### config.mk
export PLATFORM = sky130hd
export DESIGN_NAME = axis_width_conv_narrow_wide
export DESIGN_NICKNAME = d
export VERILOG_FILES = /design/src/rtl/axis_width_conv_pkg.sv /design/src/rtl/axis_width_conv_narrow_wide.sv
export SDC_FILE = /design/constraint.sdc
export NUM_CORES = 1
export LEC_CHECK = 0
export ABC_AREA = 1
export CAP_MARGIN = 10
export CORE_MARGIN = 3
export CORE_UTILIZATION = 26
export CTS_CLUSTER_DIAMETER = 50
export DETAILED_ROUTE_END_ITERATION = 12
export GPL_TIMING_DRIVEN = 0
export SLEW_MARGIN = 20
export SYNTH_ARGS = -nofsm -noshare
export SYNTH_HDL_FRONTEND = slang
export SYNTH_SLANG_ARGS = --single-unit
export TNS_END_PERCENT = 50
### constraint.sdc
create_clock -name clk -period 1.2 [get_ports clk]
set_input_delay 0.24 -clock clk [delete_from_list [all_inputs] [get_ports clk]]
set_output_delay 0.24 -clock clk [all_outputs]
set_load 0.02 [all_outputs]
### src/rtl/axis_width_conv_pkg.sv
// Shared definitions for the AXI-Stream width converters.
package axis_width_conv_pkg;

    // Width of the bit_count occupancy output of both converters.
    localparam int BIT_COUNT_W = 16;

    // Number of bits needed to hold a counter of values 0..depth-1 (at least 1).
    function automatic int cnt_width(input int depth);
        int w_v;
        w_v = 1;
        while ((1 << w_v) < depth) begin
            w_v = w_v + 1;
        end
        return w_v;
    endfunction

endpackage

### src/rtl/axis_width_conv_narrow_wide.sv
// Narrow-to-wide stream width converter.
// Collects R = N/M narrow words MSB-first into one wide word. A word that
// carries tfirst while a group is partially filled is held back; the partial
// group is flushed zero-padded in its LSBs and the held word then opens a new
// group. The output register is a single skid-free stage that can be reloaded
// on the same edge it is drained, so a held-high m_axis_tnext sustains one
// narrow word per cycle.
module axis_width_conv_narrow_wide
    import axis_width_conv_pkg::*;
#(
    parameter int N = 8,
    parameter int M = 4
) (
    input  logic                   clk,
    input  logic                   rst,
    input  logic [M-1:0]           s_axis_tdata,
    input  logic                   s_axis_tfirst,
    input  logic                   s_axis_tvalid,
    output logic                   s_axis_tnext,
    output logic [N-1:0]           m_axis_tdata,
    output logic                   m_axis_tfirst,
    output logic                   m_axis_tvalid,
    input  logic                   m_axis_tnext,
    output logic [BIT_COUNT_W-1:0] bit_count
);

    // Reject widths that cannot be packed evenly.
    if ((M < 1) || (N < M) || ((N % M) != 0)) begin : g_bad_width
        $error("axis_width_conv_narrow_wide: N must be a positive multiple of M");
    end

    localparam int R   = (M > 0) ? (N / M) : 1;
    localparam int K_W = cnt_width(R);

    localparam logic [K_W-1:0]         K_LAST = K_W'(R - 1);
    localparam logic [BIT_COUNT_W-1:0] M_BITS = BIT_COUNT_W'(M);
    localparam logic [BIT_COUNT_W-1:0] N_BITS = BIT_COUNT_W'(N);

    // State registers
    logic [K_W-1:0]         k_q,       k_d;
    logic [N-1:0]           acc_q,     acc_d;
    logic                   gfirst_q,  gfirst_d;
    logic [N-1:0]           m_data_q,  m_data_d;
    logic                   m_first_q, m_first_d;
    logic                   m_valid_q, m_valid_d;
    logic [BIT_COUNT_W-1:0] bcnt_q,    bcnt_d;

    // Handshake decode
    logic out_free_s;
    logic first_stall_s;
    logic s_take_s;
    logic load_s;
    logic flush_s;
    logic m_xfer_s;

    // Handshake: consume unless a new packet must wait for a flush, or the
    // word would complete a group while the output register is still occupied.
    always_comb begin
        out_free_s    = ~m_valid_q | m_axis_tnext;
        m_xfer_s      = m_valid_q & m_axis_tnext;
        first_stall_s = s_axis_tfirst & (k_q != '0);
        s_take_s      = ~rst & s_axis_tvalid & ~first_stall_s
                        & ((k_q < K_LAST) | out_free_s);
        load_s        = s_take_s & (k_q == K_LAST);
        flush_s       = ~rst & s_axis_tvalid & first_stall_s & out_free_s;
    end

    // Next-state for accumulator, group count, output register and occupancy.
    always_comb begin
        k_d       = k_q;
        acc_d     = acc_q;
        gfirst_d  = gfirst_q;
        m_data_d  = m_data_q;
        m_first_d = m_first_q;
        m_valid_d = m_valid_q;

        if (load_s) begin
            // Last slot arrives: the wide word goes straight to the output.
            m_data_d        = acc_q;
            m_data_d[M-1:0] = s_axis_tdata;
            m_first_d       = (k_q == '0) ? s_axis_tfirst : gfirst_q;
            m_valid_d       = 1'b1;
            k_d             = '0;
            gfirst_d        = (k_q == '0) ? s_axis_tfirst : gfirst_q;
        end else if (s_take_s) begin
            // Earlier slot: open a fresh zeroed group at k = 0, then store.
            if (k_q == '0) begin
                acc_d    = '0;
                gfirst_d = s_axis_tfirst;
            end else begin
                gfirst_d = gfirst_q;
            end
            for (int i = 0; i < R; i++) begin
                if (k_q == K_W'(i)) begin
                    acc_d[N-1-i*M -: M] = s_axis_tdata;
                end else begin
                    acc_d[N-1-i*M -: M] = acc_d[N-1-i*M -: M];
                end
            end
            k_d = k_q + K_W'(1);
            if (m_xfer_s) begin
                m_valid_d = 1'b0;
            end else begin
                m_valid_d = m_valid_q;
            end
        end else if (flush_s) begin
            // Unused slots were zeroed when the group opened, giving LSB padding.
            m_data_d  = acc_q;
            m_first_d = gfirst_q;
            m_valid_d = 1'b1;
            k_d       = '0;
        end else if (m_xfer_s) begin
            m_valid_d = 1'b0;
        end else begin
            m_valid_d = m_valid_q;
        end

        bcnt_d = (BIT_COUNT_W'(k_d) * M_BITS) + (m_valid_d ? N_BITS : '0);
    end

    // State update with synchronous reset; partial groups are dropped.
    always_ff @(posedge clk) begin
        if (rst) begin
            k_q       <= '0;
            acc_q     <= '0;
            gfirst_q  <= 1'b0;
            m_data_q  <= '0;
            m_first_q <= 1'b0;
            m_valid_q <= 1'b0;
            bcnt_q    <= '0;
        end else begin
            k_q       <= k_d;
            acc_q     <= acc_d;
            gfirst_q  <= gfirst_d;
            m_data_q  <= m_data_d;
            m_first_q <= m_first_d;
            m_valid_q <= m_valid_d;
            bcnt_q    <= bcnt_d;
        end
    end

    assign s_axis_tnext  = s_take_s;
    assign m_axis_tdata  = m_data_q;
    assign m_axis_tfirst = m_first_q;
    assign m_axis_tvalid = m_valid_q;
    assign bit_count     = bcnt_q;

endmodule

==> results of run 1 <==
==> sequential cells by signal (all words and copies together) (netlist names) <==
name	cells
gfirst_q	1
m_axis_tfirst	1
m_axis_tdata	8
bit_count	2
acc_q	8
==> cells in the final DEF (no fill, tap or decap), types with 3 or more instances in the layout <==
cell type / n
clkbuf_2: 4
clkdlybuf4s50_1: 5
buf_2: 5
inv_1: 11
nand2_4: 3
nand2_1: 24
nand3_1: 9
dlygate4sd2_1: 3
a21oi_1: 7
o21ai_0: 4
nor2_1: 6
conb_1: 14
dfxtp_1: 18
clkbuf_4: 3
buf_4: 19
==> cell type report <==
type / count / share of cell area
well taps: 44 / 0.0433
plain buffers: 18 / 0.103
inverters: 15 / 0.0472
clock buffers: 4 / 0.0285
flip-flops and latches: 20 / 0.319
multi-input cells: 80 / 0.316
repair buffers: 23 / 0.143
==> logic make-up after synthesis <==
logic type	Yosys count	share of synthesized area
other cells	1	0.00410
simple gates	50	0.257
buf+inv	33	0.207
flops	20	0.438
compound gates	16	0.0944
==> worst paths after layout <==
| check | from | end | depth (start not counted) |
|---|---|---|---|
| worst max register to register | bit_count[2] | acc_q[4] | 5 |
| worst min register to register | acc_q[3] | acc_q[3] | 2 |
| worst max-delay path | m_axis_tnext | s_axis_tnext | 5 |
| worst min-delay path | rst | acc_q[6] | 4 |
==> power by group <==
part,switching [mW],internal (mW)
Sequential,0.0136,0.684
Combinational,0.136,0.0998
Clock,0.192,0.185
Total,0.342,0.969
==> repair_timing <==
item | CTS | global route
hold buffers | 0 | 0
buffers inserted | 2 | 0
resized for setup | 53 | 12
pin swaps | 3 | 2
setup endpoints to repair | 22 | 17
==> worst max-delay path, delay by kind of cell <==
kind / cells / cell delay [ns]
AO/OA/AOI/OAI: 1 / 0.19
buffers and inverters: 3 / 0.61
AND/OR/NAND/NOR: 1 / 0.09
==> through the flow <==
step / area (um2) / utilization / setup TNS, ns
floorplan: 963 / - / 0
global placement: 1230 / 0.384 / -6.80
detailed placement: 1230 / 0.384 / -7.20
finish: 1270 / 0.397 / -0.177
CTS: 1300 / 0.407 / -0.209
global route: 1270 / 0.397 / -0.400
==> per-layer routing <==
layer / up-vias / GRT usage / part of all wire
li1: 428 / - / -
met1: 339 / 0.111 / 0.43
met2: 40 / 0.158 / 0.47
met3: 0 / 0.0205 / 0.098
met4: 0 / 0.0389 / 0
met5: - / 0 / 0
==> results.sh, run 1 <==
export IMPL_place_congestion=0.792
export IMPL_wirelength_um=1930
export IMPL_ys_seq_elements=20
export IMPL_syn_area_um2=915
export IMPL_preCtsSetupSlack_ns=-0.852
export IMPL_ant_nets=0
export IMPL_fmax_mhz=726
export IMPL_clkSinkCount=20
export IMPL_path_cells="clkdlybuf4s50_1 > inv_1 > nand2_4 > o21a_1 > buf_6"
export IMPL_io_pins=36
export IMPL_p_total_mw=1.31
export IMPL_h_tree_depth=1
export IMPL_post_route_period_util=1.15
export IMPL_crit_required_ns=0.96
export IMPL_hold_violations=0
export IMPL_cp_start_kind="input pin"
export IMPL_final_max_slew_viol_count=0
export IMPL_yosysUniqueCellTypes=22
export IMPL_synth_top_area_frac=0.438
export IMPL_yosys_most_used_dff="dfxtp_1"
export IMPL_placementRows=20
export IMPL_fp_dieH_um=65.3
export IMPL_post_dp_hpwl_um=1440
export IMPL_synth_seq_area_share=0.438
export IMPL_start_util=0.286
export IMPL_ys_top_cells_by_area="dfxtp_1, buf_4, nand2_1, nand3_1, inv_1"
export IMPL_powerDensity_nw_per_um2=1030
export IMPL_grtUsageTotal=0.0925
export IMPL_path_clk_slew_ns=0.10
export IMPL_synthTopCellsByCount="nand2_1, dfxtp_1, buf_4"
export IMPL_regArea_um2=405
export IMPL_drc_errors=0
export IMPL_cp_max_fo=8
export IMPL_status="finished, violations left"
export IMPL_multi_input_area_um2=402
export IMPL_worstHoldPathType="input pin to register"
export IMPL_drive_gt1_frac=0.313
export IMPL_maxCapViolCount=0
export IMPL_antenna_cells=0
export IMPL_violations="negative setup slack"
export IMPL_dp_cells=198
export IMPL_synth_edf_count=0
export IMPL_holdWs_ns=0.398
export IMPL_fp_coreArea_um2=3200
export IMPL_slowest_delay_ns=0.39
export IMPL_die_x_um=65.3
export IMPL_ir_worst_vdd_mv=0.450
export IMPL_syn_avg_cell_area_um2=7.62
export IMPL_die_area_um2=4270
export IMPL_yosys_cell_count_top_type="nand2_1"
export IMPL_cts_tree="yes"
export IMPL_postSynth_asyncResetShare=0
export IMPL_power_leakage_nw=0.646
export IMPL_insertion_delay_ns=0.29
export IMPL_grt_pass1_wl_um=3140
export IMPL_cts_root_buf="clkbuf_4"
export IMPL_drtPass1Iterations=4
export IMPL_port_buffers=21
export IMPL_synthCells=120
export IMPL_crit_arrival_ns=1.14
export IMPL_setup_viol=1
export IMPL_ys_warn_count=0
export IMPL_viasPerCell=3.96
export IMPL_area_delta_synth_final_pct=39.0
export IMPL_vias=807
export IMPL_fin_crit_ns=1.38
export IMPL_nFillCells=350
export IMPL_yosys_area_top_type="dfxtp_1"
export IMPL_clockBufferDepth=2
export IMPL_grt_pass1_vias=747
export IMPL_antenna_found_initial=0
export IMPL_rsz0062_at_grt="yes"
export IMPL_r2r_setup_slack_ns=0.05
export IMPL_skew_ns=0.00102
export IMPL_endpoint_kind="output port"
export IMPL_wl_per_cell_um=9.47
export IMPL_nets=170
export IMPL_grt_max_degree=12
export IMPL_grt_overflow=0
export IMPL_setup_slack_ns=-0.177
export IMPL_cts_buffers=3
export IMPL_slowest_stage="clkdlybuf4s50_1"
export IMPL_fin_cells=204
export IMPL_drt_iter0_drc=9
export IMPL_path_class="input pin to output port"
(Power assumes the default switching activity.)
==> run 2, diff against run 1 <==
==> constraint.sdc (replaced) <==
create_clock -name clk -period 1.42 [get_ports clk]
set_input_delay 0.284 -clock clk [delete_from_list [all_inputs] [get_ports clk]]
set_output_delay 0.284 -clock clk [all_outputs]
set_load 0.05 [all_outputs]
==> run 2 against run 1 <==
Effect of this change:
- the run still ends with negative setup slack left
- power increased by 1.8%
- first-iteration DRC count grew 11%
- register-to-register slack improved by 0.24 ns
- sequential share of layout area is 2.1 points lower
- routed wire length is 5.3% higher
- sequential power decreased by 15%
- via count up 2.4%
- critical endpoint unchanged
- highest routed layer is now met4
==> results.sh, run 2 (synthesized netlist as in run 1, its figures left out) <==
export IMPL_drtPass1Iterations=4
export IMPL_post_dp_hpwl_um=1460
export IMPL_drc_errors=0
export IMPL_cts_root_buf="clkbuf_4"
export IMPL_cts_tree="yes"
export IMPL_grtUsageTotal=0.0918
export IMPL_clockBufferDepth=2
export IMPL_io_pins=36
export IMPL_antenna_cells=0
export IMPL_skew_ns=0.00211
export IMPL_grt_pass1_vias=723
export IMPL_cts_buffers=3
export IMPL_fp_dieH_um=65.3
export IMPL_insertion_delay_ns=0.30
export IMPL_status="finished, violations left"
export IMPL_endpoint_kind="output port"
export IMPL_cp_start_kind="register"
export IMPL_nets=173
export IMPL_port_buffers=21
export IMPL_grt_overflow=0
export IMPL_worstHoldPathType="input pin to register"
export IMPL_path_class="register to output port"
export IMPL_die_area_um2=4270
export IMPL_place_congestion=0.792
export IMPL_holdWs_ns=0.444
export IMPL_layout_common_cells="nand2_1, buf_4, dfxtp_1"
export IMPL_hold_violations=0
export IMPL_power_leakage_nw=0.656
export IMPL_fmax_mhz=688
export IMPL_post_route_period_util=1.02
export IMPL_wirelength_um=2030
export IMPL_cp_max_fo=4
export IMPL_clkSinkCount=20
export IMPL_fin_crit_ns=1.45
export IMPL_setup_slack_ns=-0.0333
export IMPL_antenna_found_initial=0
export IMPL_setup_viol=1
export IMPL_vias=826
export IMPL_grt_max_degree=13
export IMPL_cts_hold_buf=0
export IMPL_crit_required_ns=1.14
export IMPL_die_x_um=65.3
export IMPL_fin_setup_tns_ns=-0.0333
export IMPL_wl_per_cell_um=9.83
export IMPL_crit_arrival_ns=1.17
export IMPL_fp_coreArea_um2=3200
export IMPL_dp_cells=198
export IMPL_start_util=0.286
export IMPL_rsz0062_at_grt="yes"
export IMPL_ant_nets=0
export IMPL_violations="negative setup slack"
export IMPL_maxCapViolCount=0
export IMPL_grt_pass1_wl_um=3080
export IMPL_h_tree_depth=1
export IMPL_area_delta_synth_final_pct=48.7
export IMPL_fin_cells=207
export IMPL_path_clk_slew_ns=0.11
export IMPL_placementRows=20
export IMPL_final_common_cell="nand2_1"
export IMPL_drive_gt1_frac=0.337
export IMPL_viasPerCell=3.99
export IMPL_powerDensity_nw_per_um2=981
export IMPL_drt_iter0_drc=10
export IMPL_final_max_slew_viol_count=0
export IMPL_ir_worst_vdd_mv=0.506
## run 2: final cells by class
class	count	area, um2
inverter	15	60.1
sequential	20	405
timing repair buffer	26	254
clock buffer	3	22.5
fill	353	1840
multi-input combinational	80	402
clock inverter	1	30.0
tap	44	55.1
buffer	18	131
## run 2: metal layers
metal	wire, um	GRT usage	up-vias
met4	51	0.0570	0
met3	128	0.0188	5
met5	0	0	-
li1	-	-	435
met1	850	0.109	360
met2	1000	0.150	26
## run 2: power by group
| part | internal, mW | switching [mW] | leakage (nW) |
|---|---|---|---|
| sequential | 0.578 | 0.0116 | 0.164 |
| combinational | 0.0935 | 0.187 | 0.465 |
| clock | 0.286 | 0.178 | 0.0279 |
## run 2: through the flow
stage,area (um2),setup slack (ns),power [mW],util
2_1_floorplan,965,0.0299,0.804,-
3_3_place_gp,1230,-0.910,0.859,0.384
3_5_place_dp,1230,-0.898,0.862,0.384
4_1_cts,1320,-0.0970,1.33,0.412
5_1_grt,1360,-0.0921,1.39,0.425
6_report,1360,-0.0333,1.33,0.425
## run 2: critical path: stages (launching register included)
cell and delay, ns:
dfxtp_4 0.39, buf_4 0.12, inv_2 0.04, o21a_1 0.17, buf_6 0.15
## run 2: worst paths after layout
path                  from         endpoint  slack (ns)  depth (start not counted)
min reg2reg       acc_q[2]         acc_q[2]        0.46                          2
min          s_axis_tfirst         gfirst_q        0.44                          3
max           bit_count[2]     s_axis_tnext       -0.03                          4
max reg2reg   bit_count[2]  m_axis_tdata[1]        0.29                          7
## run 2: timing repair
action / 4_1_cts / 5_1_grt
gates resized for setup: 58 / 7
pin swaps: 2 / 4
buffers inserted: 2 / 3
endpoints found under the setup margin: 13 / 1
==> run 3, diff against run 2 <==
--- a/config.mk
+++ b/config.mk
@@ -7,7 +7,7 @@
 export LEC_CHECK = 0
 export ABC_AREA = 1
 export CAP_MARGIN = 10
-export CORE_MARGIN = 3
+export CORE_MARGIN = 5
 export CORE_UTILIZATION = 26
 export CTS_CLUSTER_DIAMETER = 50
 export DETAILED_ROUTE_END_ITERATION = 12
==> run 3 against run 2 <==
Effect of this change:
- the run still ends with negative setup slack left
- register-to-register slack about the same
- critical path depth rose by 1
- clock power down 43%
- count of clock-buffer cells in the layout unchanged
- maximum frequency grew 0.58%
- sequential power hardly changed
- first-iteration DRC count rose by 40%
- largest power group unchanged
==> results.sh, run 3 (synthesized netlist as in run 1, its figures left out) <==
export IMPL_status="finished, violations left"
export IMPL_violations="negative setup slack"
export IMPL_io_pins=36
export IMPL_path_class="register to output port"
export IMPL_cts_buffers=3
export IMPL_place_congestion=0.795
export IMPL_ir_worst_vdd_mv=0.275
export IMPL_start_util=0.272
export IMPL_h_tree_depth=1
export IMPL_endpoint_kind="output port"
export IMPL_rsz0062_at_grt="yes"
export IMPL_crit_required_ns=1.14
export IMPL_layout_common_cells="nand2_1, buf_4, dfxtp_1"
export IMPL_worstHoldPathType="input pin to register"
export IMPL_wl_per_cell_um=9.01
export IMPL_post_dp_hpwl_um=1450
export IMPL_die_area_um2=4800
export IMPL_clkPwrFrac=0.235
export IMPL_grt_max_degree=11
export IMPL_powerDensity_nw_per_um2=858
export IMPL_comb_power_share=0.239
export IMPL_fp_coreArea_um2=3360
export IMPL_cp_max_fo=4
export IMPL_clockBufferDepth=2
export IMPL_final_max_slew_viol_count=0
export IMPL_power_leakage_nw=0.637
export IMPL_cts_tree="yes"
export IMPL_cp_start_kind="register"
export IMPL_ant_nets=0
export IMPL_p_total_mw=1.12
export IMPL_hold_violations=0
export IMPL_cts_hold_buf=0
export IMPL_drt_iter0_drc=14
export IMPL_grt_pass1_wl_um=3250
export IMPL_regArea_um2=405
export IMPL_wirelength_um=1870
export IMPL_area_delta_synth_final_pct=42.7
export IMPL_fin_crit_ns=1.45
export IMPL_fmax_mhz=692
export IMPL_skew_ns=0.00573
export IMPL_antenna_cells=0
export IMPL_placementRows=21
export IMPL_crit_arrival_ns=1.16
export IMPL_port_buffers=21
export IMPL_post_route_period_util=1.02
export IMPL_cts_root_buf="clkbuf_4"
export IMPL_antenna_found_initial=0
export IMPL_path_clk_slew_ns=0.11
export IMPL_clkSinkCount=20
export IMPL_fp_dieH_um=69.3
export IMPL_drc_errors=0
export IMPL_final_util=0.388
export IMPL_p_sw_mw=0.357
export IMPL_internal_power_mw=0.763
export IMPL_drive_gt1_frac=0.317
export IMPL_drtPass1Iterations=4
export IMPL_nFillCells=390
export IMPL_preCtsSetupSlack_ns=-0.914
export IMPL_grt_overflow=0
export IMPL_maxCapViolCount=0
export IMPL_multi_input_area_um2=397
export IMPL_p_seq_frac=0.526
export IMPL_nets=172
export IMPL_final_common_cell="nand2_1"
export IMPL_insertion_delay_ns=0.30
export IMPL_swShare=0.318
export IMPL_grt_pass1_vias=745
export IMPL_die_x_um=69.3
export IMPL_viasPerCell=3.87
export IMPL_vias=802
export IMPL_setup_viol=1
export IMPL_setup_slack_ns=-0.0250
export IMPL_grtUsageTotal=0.0825
[run 3: cell types whose count changed in the layout (fill, tap and decap cells not counted), sizes merged]
cell           change
buf                -1
clkbuf             +1
clkdlybuf4s15      -1
bufinv             -1
[run 3: power groups by stage]
stage / combinational (mW) / sequential, mW / clock (mW)
final: 0.267 / 0.589 / 0.263
after detailed placement: 0.257 / 0.604 / 0
after floorplan: 0.186 / 0.618 / 0
after global placement: 0.256 / 0.604 / 0
after CTS: 0.267 / 0.589 / 0.271
after global routing: 0.285 / 0.592 / 0.296
[run 3: through the flow]
step	TNS [ns]	instances	hold WS, ns	area (um2)
after floorplan	0	133	0.397	965
after global placement	-3.75	200	0.442	1230
after detailed placement	-4.16	200	0.445	1230
after CTS	-0.0823	207	0.431	1310
after global routing	-0.0805	207	0.444	1310
final	-0.0250	207	0.440	1310
[run 3: layer usage]
| metal | track usage | share of wire | up-vias |
|---|---|---|---|
| li1 | - | - | 431 |
| met1 | 0.0828 | 0.39 | 348 |
| met2 | 0.141 | 0.52 | 18 |
| met3 | 0.0377 | 0.072 | 5 |
| met4 | 0.0456 | 0.021 | 0 |
| met5 | 0 | 0 | - |
[run 3: path summary, 6_finish.rpt]
kind / cells past startpoint / startpoint / endpoint / slack [ns]
max: 5 / bit_count[2] / s_axis_tnext / -0.03
min: 3 / s_axis_tfirst / gfirst_q / 0.44
max reg2reg: 5 / bit_count[2] / acc_q[4] / 0.29
min reg2reg: 2 / acc_q[3] / acc_q[3] / 0.46
[run 3: worst max-delay path, cell delays in order, from the launching register on]
cell	delay, ns
dfxtp_4	0.38
nand2_4	0.06
inv_2	0.04
nor2_2	0.09
o21a_1	0.14
buf_6	0.16
[run 3: cell type report]
| cell class | instances | area share |
|---|---|---|
| well taps | 46 | 0.0441 |
| flip-flops and latches | 20 | 0.311 |
| plain buffers | 18 | 0.101 |
| inverters | 15 | 0.0441 |
| clock buffers | 3 | 0.0173 |
| repair buffers | 25 | 0.179 |
| multi-input cells | 80 | 0.304 |
[run 3: timing repair]
item,in CTS,in global routing
pin swaps,2,1
resized for setup,58,1
endpoints found under the hold margin,0,0
buffers inserted,4,0
endpoints found under the setup margin,13,2
